### config.mk
export PLATFORM = sky130hd
export DESIGN_NAME = memory_access_stage
export DESIGN_NICKNAME = d
export VERILOG_FILES = /design/src/rtl/memory_access_stage.sv
export SDC_FILE = /design/constraint.sdc
export NUM_CORES = 1
export LEC_CHECK = 0
export ABC_CLOCK_PERIOD_IN_PS = 1600
export CORE_MARGIN = 3
export CORE_UTILIZATION = 36
export DETAILED_ROUTE_END_ITERATION = 7
export PLACE_DENSITY = 0.8
export SKIP_LAST_GASP = 1
export SYNTH_ARGS = -nofsm -noshare
export SYNTH_HDL_FRONTEND = slang
export SYNTH_SLANG_ARGS = --single-unit
### constraint.sdc
create_clock -name clk -period 1.6 [get_ports clk]
set_input_delay 0.32 -clock clk [delete_from_list [all_inputs] [get_ports clk]]
set_output_delay 0.32 -clock clk [all_outputs]
set_load 0.05 [all_outputs]
### src/rtl/memory_access_stage.sv
// Memory stage: runs one data-memory load/store per instruction over a req/ack handshake
// and hands the results to the MemoryWriteback register. Abort timer built only with MEM_TIMEOUT_EN.
module memory_access_stage #(
    parameter int DATA_W  = 16,
    parameter int TIMEOUT = 15
) (
    input  logic              clk,
    input  logic              rst,
    input  logic              in_valid,
    input  logic              in_wbs,
    input  logic              in_mem_read,
    input  logic              in_mem_write,
    input  logic [DATA_W-1:0] in_alu_result,
    input  logic [DATA_W-1:0] in_write_data,
    input  logic              in_ni,
    output logic              stall,
    output logic              dmem_req,
    output logic              dmem_we,
    output logic [DATA_W-1:0] dmem_addr,
    output logic [DATA_W-1:0] dmem_wdata,
    input  logic [DATA_W-1:0] dmem_rdata,
    input  logic              dmem_ack,
    output logic              out_valid,
    output logic              wbs_out,
    output logic              ni_out,
    output logic [DATA_W-1:0] memData_out,
    output logic [DATA_W-1:0] ALUresult_out,
    output logic              mem_err
);

    // state    | meaning
    // S_IDLE   | accepting instructions; non-memory ops complete straight from here
    // S_ACCESS | memory request outstanding, upstream stalled until ack (or abort)
    typedef enum logic {S_IDLE, S_ACCESS} state_t;

    state_t            r_state;
    logic              r_we;
    logic [DATA_W-1:0] r_alu;
    logic [DATA_W-1:0] r_wdata;
    logic              r_wbs;
    logic              r_ni;
    logic [DATA_W-1:0] r_mem_data;
    logic              r_out_valid;
    logic              r_mem_err;
    logic              w_tmr_zero;

`ifdef MEM_TIMEOUT_EN
    localparam int CNT_W = (TIMEOUT > 1) ? $clog2(TIMEOUT) : 1;

    // Down-counter preloaded while idle; reaching zero without an ack ends the access.
    logic [CNT_W-1:0] r_tmr;

    always_ff @(posedge clk) begin
        if (rst) begin
            r_tmr <= '0;
        end else if (r_state == S_IDLE) begin
            r_tmr <= CNT_W'(TIMEOUT - 1);
        end else if (!dmem_ack && (r_tmr != '0)) begin
            r_tmr <= r_tmr - 1'b1;
        end
    end

    assign w_tmr_zero = (r_tmr == '0);
`else
    // Without the timer an access waits for its ack forever; TIMEOUT has no effect.
    assign w_tmr_zero = (TIMEOUT < 0);
`endif

    always_ff @(posedge clk) begin
        if (rst) begin
            r_state     <= S_IDLE;
            r_we        <= 1'b0;
            r_alu       <= '0;
            r_wdata     <= '0;
            r_wbs       <= 1'b0;
            r_ni        <= 1'b0;
            r_mem_data  <= '0;
            r_out_valid <= 1'b0;
            r_mem_err   <= 1'b0;
        end else begin
            r_out_valid <= 1'b0;
            case (r_state)
                S_IDLE: begin
                    if (in_valid) begin
                        r_wbs   <= in_wbs;
                        r_ni    <= in_ni;
                        r_alu   <= in_alu_result;
                        r_wdata <= in_write_data;
                        // read+write together is handled as a store
                        r_we    <= in_mem_write;
                        if (in_mem_read || in_mem_write) begin
                            r_state <= S_ACCESS;
                        end else begin
                            r_mem_data  <= '0;
                            r_out_valid <= 1'b1;
                        end
                    end
                end
                S_ACCESS: begin
                    if (dmem_ack) begin
                        r_mem_data  <= r_we ? '0 : dmem_rdata;
                        r_out_valid <= 1'b1;
                        r_state     <= S_IDLE;
                    end else if (w_tmr_zero) begin
                        r_mem_data  <= '1;
                        r_mem_err   <= 1'b1;
                        r_out_valid <= 1'b1;
                        r_state     <= S_IDLE;
                    end
                end
                default: r_state <= S_IDLE;
            endcase
        end
    end

    assign stall         = (r_state == S_ACCESS);
    assign dmem_req      = (r_state == S_ACCESS);
    assign dmem_we       = r_we;
    assign dmem_addr     = r_alu;
    assign dmem_wdata    = r_wdata;
    assign out_valid     = r_out_valid;
    assign wbs_out       = r_wbs;
    assign ni_out        = r_ni;
    assign memData_out   = r_mem_data;
    assign ALUresult_out = r_alu;
    assign mem_err       = r_mem_err;

endmodule

---- Word level (Yosys, flattened, before mapping) ----
Index checks and enable logic that the tools add are counted.
storage, ports and cells
  register bits after elaboration ......... 53
  output and inout port bits .............. 71
cells by class
  equal/unequal tests ..................... 3
  muxes and demuxes ....................... 13
  bitwise operators ....................... 1
  reduce and logical (&&, ||, !) cells .... 3
operators with widths
  operator            number
  $mux 16             4
  $pmux 16 s2         1
  $mux 1              6
  $ne 2x2->1 const B  3
  $pmux 1 s2          2
  $reduce_and 3->1    1
  $reduce_and 2->1    1
  $logic_or 1x1->1    1
  $not 1->1           1

---- Depth between registers and ports, before layout ----
Gate-level depths: netlist (run 1).
  depth in word-level cells ............... 4
  gate-level depth with buffers ........... 5

---- Worst setup path after synthesis (run 1) ----
OpenSTA, ideal clock, no wires.
  path type ............................... register -> register
  start ................................... register r_state (netlist: dmem_req)
  end ..................................... register r_mem_data[10] (netlist: memData_out[10])
  library setup time ...................... 0.060 ns
  data arrival time ....................... 1.515 ns
  path slack .............................. 0.025 ns
  cell stages (with the launch flop) ...... 5
  cell sequence ........................... dfxtp_1 > nor2b_2 > a221oi_4 > buf_6 > a22o_1
between the ends
  cells in the longest elaborated chain, start to end .. 3
  elaborated cells between the ends (all ways) .. 6
  those cells by class .................... eq/ne: 3; mux: 1; bitwise: 1; reduce/logical: 1
RTL lines
  element                            line  text
  start: declaration                 36    state_t r_state;
  start signal: assignment           71    r_state <= S_IDLE;
  start signal: assignment           92    r_state <= S_ACCESS;
  start signal: assignment           103   r_state <= S_IDLE;
  $not 1->1                          --
  $ne 2x2->1 (no source line)        --
  $reduce_and 3->1 (no source line)  --
  end signal: assignment             101   r_mem_data <= r_we ? '0 : dmem_rdata;
  end: declaration                   42    logic [DATA_W-1:0] r_mem_data;
Several ways; a longest one is shown, not always the timed one.
A chain may end at the register's enable or synchronous reset.

---- Worst setup path in the final report (run 1) ----
  start ................................... input port in_valid
  end ..................................... register r_state (netlist: dmem_req)
between the ends
  cells in the longest elaborated chain, start to end .. 2
RTL lines
  element                 line  text
  start: declaration      9     input logic in_valid,
  $mux 1                  84    if (in_valid) begin
  $pmux 1 s2              82    case (r_state)
  end signal: assignment  92
  end signal: assignment  103
  end signal: assignment  108   r_state <= S_IDLE;
Every way passes these cells.

==> impl_metrics.ini, run 1 <==
[yosys]
syn-cell-area_um2 = 1940
proportion_of_netlist_area_held_by_the_largest_area_contributor_pct = 54.7
synthesis.yosys.warnings = 0
synthesis.area_per_instance_um2 = 8.90
ys_seq_elements = 53
synth_top_cells_by_area = sky130_fd_sc_hd__dfxtp_1 55%, sky130_fd_sc_hd__nand2_1 14%, sky130_fd_sc_hd__a21oi_1 9.3%, sky130_fd_sc_hd__buf_4 7.4%, sky130_fd_sc_hd__a22o_1 7.2%
synth_largest_area_cell = sky130_fd_sc_hd__dfxtp_1
synth_fp_nets = 274
synth-seq-area-share_pct = 54.7
synthDistinctLibCells = 18
syn-instance-count = 218

[worst_setup_path]
reg2reg_depth = 5
crit_path_max_fanout = 37
worst_ep_required_time_ps = 1830
worst_setup_path_end_kind = flop
cp.arrival_ps = 1700
reg2reg_setup_slack_ps = 210
criticalPathCategory = in -> reg
reg2reg_from = dmem_req$_SDFF_PP0_
worstSetupStartpointType = input port
critical_path.reg2reg.endpoint = dmem_wdata[5]$_SDFFE_PP0P_

[power]
pwr-share-clk_pct = 24.6
power_per_cell_area_nw_per_um2 = 968
power.sequential.fraction_pct = 48.0
comb_power_share_pct = 27.4
ir_drop_v = 0.000451
p_total_mw = 2.98
netSwitchingPower_mw = 0.975
swShare_pct = 32.7
intPower_mw = 2.01
power.static_leakage_nw = 1.33

[drt]
detail-route-antenna-nets = 0
routed_via_density = 4.59
detail_route.first_pass.iterations = 4
drc = 0
first_iter_violations = 55
via_count = 1818
drt-wirelength-per-cell_um = 12.9
drt_wl_total_um = 5120

[finish]
final_nets = 381
final_std_cell_area_no_fill_um2 = 3080
layout.cells.most_common = sky130_fd_sc_hd__buf_4
share_of_cells_above_drive_strength_1_pct = 27.0
n_antenna_cell = 0
most-common-layout-cells = 75 x sky130_fd_sc_hd__buf_4, 70 x sky130_fd_sc_hd__nand2_1, 55 x sky130_fd_sc_hd__clkdlybuf4s50_1, 53 x sky130_fd_sc_hd__dfxtp_1, 36 x sky130_fd_sc_hd__a21oi_1
instances_no_fill = 396
synthToLayoutAreaGrowth_pct = 58.8

[floorplan]
floorplan.initialDensity_pct = 37.5
die_w_um = 79.4
floorplan.die.height_um = 79.4
fp-row-count = 26
top_level_pins = 127
die_area_um2 = 6310
core_um2 = 5170

[worst_hold_path]
hold_crit_start = dmem_wdata[8]$_SDFFE_PP0P_
min_delay_path_depth = 2
min-delay-path-class = reg -> reg
worst_hold_path.endpoint = dmem_wdata[8]$_SDFFE_PP0P_

[cts]
cts_buffers = 5
cts_hold_repair.buffers = 0
cts_num_sinks = 53
tritoncts = built
htreeDepth = 2
worst_path_clk_slew_ps = 90
clock_latency_ps = 300
cts_root_buffer = sky130_fd_sc_hd__clkbuf_8
cts_max_path_buffers = 2

[global_routing]
largest_net_degree_at_the_start_of_global_routing = 38
global_route_usage_sum_pct = 16.2
first_pass_grt_wire_length_um = 8130
antenna_found_initial = 0
grt_overflow = 0
first_global_vias = 1781

[sta]
finClkSkew_ps = 6.03
setup_tns_ps = 0
drv_slew = 0
setup_repair_after_global_routing_missed_its_margin = no
final_min_period_over_clock_period_pct = 91.8
final-setup-viol-count = 0
timing.final.crit_period_ps = 1470
final_hold_viol_count = 0
max_clock_freq_ghz = 0.681

[place]
port_buffers = 125
routabilityCongestion = 0.719
detailed_place.area_um2 = 2970
placed_cells = 387
hpwlAfterDp_um = 3790

[run_status]
run_status = finished, final reports clean

[job]
maxCapViolations = 0
==> state kept, by name (all words and copies together) (netlist names) <==
signal and count:
ALUresult_out 16, dmem_req 1, dmem_wdata 16, dmem_we 1
memData_out 16, ni_out 1, out_valid 1, wbs_out 1
==> power groups by stage <==
| stage | combinational, mW | sequential [mW] | clock (mW) |
|---|---|---|---|
| floorplan | 0.283 | 1.70 | 0 |
| global placement | 0.808 | 1.46 | 0 |
| detailed placement | 0.817 | 1.46 | 0 |
| CTS | 0.817 | 1.43 | 0.762 |
| global route | 0.864 | 1.44 | 0.814 |
| finish | 0.819 | 1.43 | 0.733 |
==> area by class of cell <==
cell class              count  area, um^2
multi-input cells         132         672
fillers                   460        2090
clock inverters             2        15.0
flip-flops and latches     53        1060
repair buffers            133        1170
clock buffers               6        72.6
well taps                  70        87.6
==> synthesized netlist by cell type <==
| library cell | number |
|---|---|
| sky130_fd_sc_hd__o21ai_0 | 1 |
| sky130_fd_sc_hd__conb_1 | 1 |
| sky130_fd_sc_hd__nor2_1 | 2 |
| sky130_fd_sc_hd__nand2b_1 | 1 |
| sky130_fd_sc_hd__a22o_1 | 16 |
| sky130_fd_sc_hd__buf_4 | 19 |
| sky130_fd_sc_hd__buf_1 | 1 |
| sky130_fd_sc_hd__buf_6 | 1 |
| sky130_fd_sc_hd__nor4bb_1 | 1 |
| sky130_fd_sc_hd__a22oi_1 | 1 |
| sky130_fd_sc_hd__dfxtp_1 | 53 |
| sky130_fd_sc_hd__a21oi_1 | 36 |
| sky130_fd_sc_hd__nand2_1 | 70 |
| sky130_fd_sc_hd__or2b_1 | 1 |
| sky130_fd_sc_hd__buf_2 | 9 |
| sky130_fd_sc_hd__a221oi_4 | 1 |
| sky130_fd_sc_hd__nor2b_2 | 1 |
| sky130_fd_sc_hd__clkbuf_1 | 3 |
==> cells by family (layout without fill, tap and decap cells) <==
| group | Yosys count | in the layout | share of synthesized area (%) |
|---|---|---|---|
| other | 1 | 1 | 0.193 |
| AOI/OAI and AO/OA | 55 | 55 | 18.5 |
| DFF | 53 | 53 | 54.7 |
| buffers and inverters | 33 | 141 | 11.0 |
| and+or+nand+nor | 76 | 76 | 15.6 |
==> worst max path at each step <==
stage | from | to | depth (start not counted) | slack [ps]
global placement | in_valid | memData_out[2]$_SDFFE_PP0P_ | 4 | -190
CTS | in_valid | memData_out[9]$_SDFFE_PP0P_ | 4 | 60
finish | in_valid | dmem_req$_SDFF_PP0_ | 5 | 130
detailed placement | in_valid | memData_out[9]$_SDFFE_PP0P_ | 4 | -250
global route | in_valid | dmem_req$_SDFF_PP0_ | 5 | 30
floorplan | dmem_req$_SDFF_PP0_ | memData_out[10]$_SDFFE_PP0P_ | 4 | 20
==> metrics by stage <==
stage	setup slack (ps)	hold WS [ps]	utilization, %
6_report	131	458	59.6
3_3_place_gp	-191	443	57.5
2_1_floorplan	24.9	445	-
4_1_cts	63.2	461	59.2
3_5_place_dp	-255	449	57.5
5_1_grt	30.1	484	59.6
==> layer usage <==
metal | vias up | GRT usage [%] | wire (um)
li1 | 912 | - | -
met1 | 824 | 18.1 | 2040
met2 | 75 | 28.6 | 2580
met3 | 7 | 4.74 | 436
met4 | 0 | 6.19 | 61
met5 | - | 0 | 0
==> what timing repair did <==
action                     4_1_cts  5_1_grt
setup endpoints to repair        0       13
gates resized for setup          0        0
setup buffers                    0        1
==> critical path, stage by stage <==
cell and delay [ps]:
sky130_fd_sc_hd__clkdlybuf4s50_1 470, sky130_fd_sc_hd__nor2b_2 210, sky130_fd_sc_hd__buf_4 370, sky130_fd_sc_hd__o21ai_0 150, sky130_fd_sc_hd__a21oi_1 170
Power figures use the tool's default switching activity.
==> run 2, diff against run 1 <==
SKIP_CTS_REPAIR_TIMING = 1   (was not set)
==> results of run 2 <==
No change in the layout: final DEF, timing and power equal those of run 1.
==> run 3, diff against run 2 <==
SKIP_LAST_GASP = not set   (was 1)
==> results of run 3 <==
No change in the layout: final DEF, timing and power equal those of run 1.
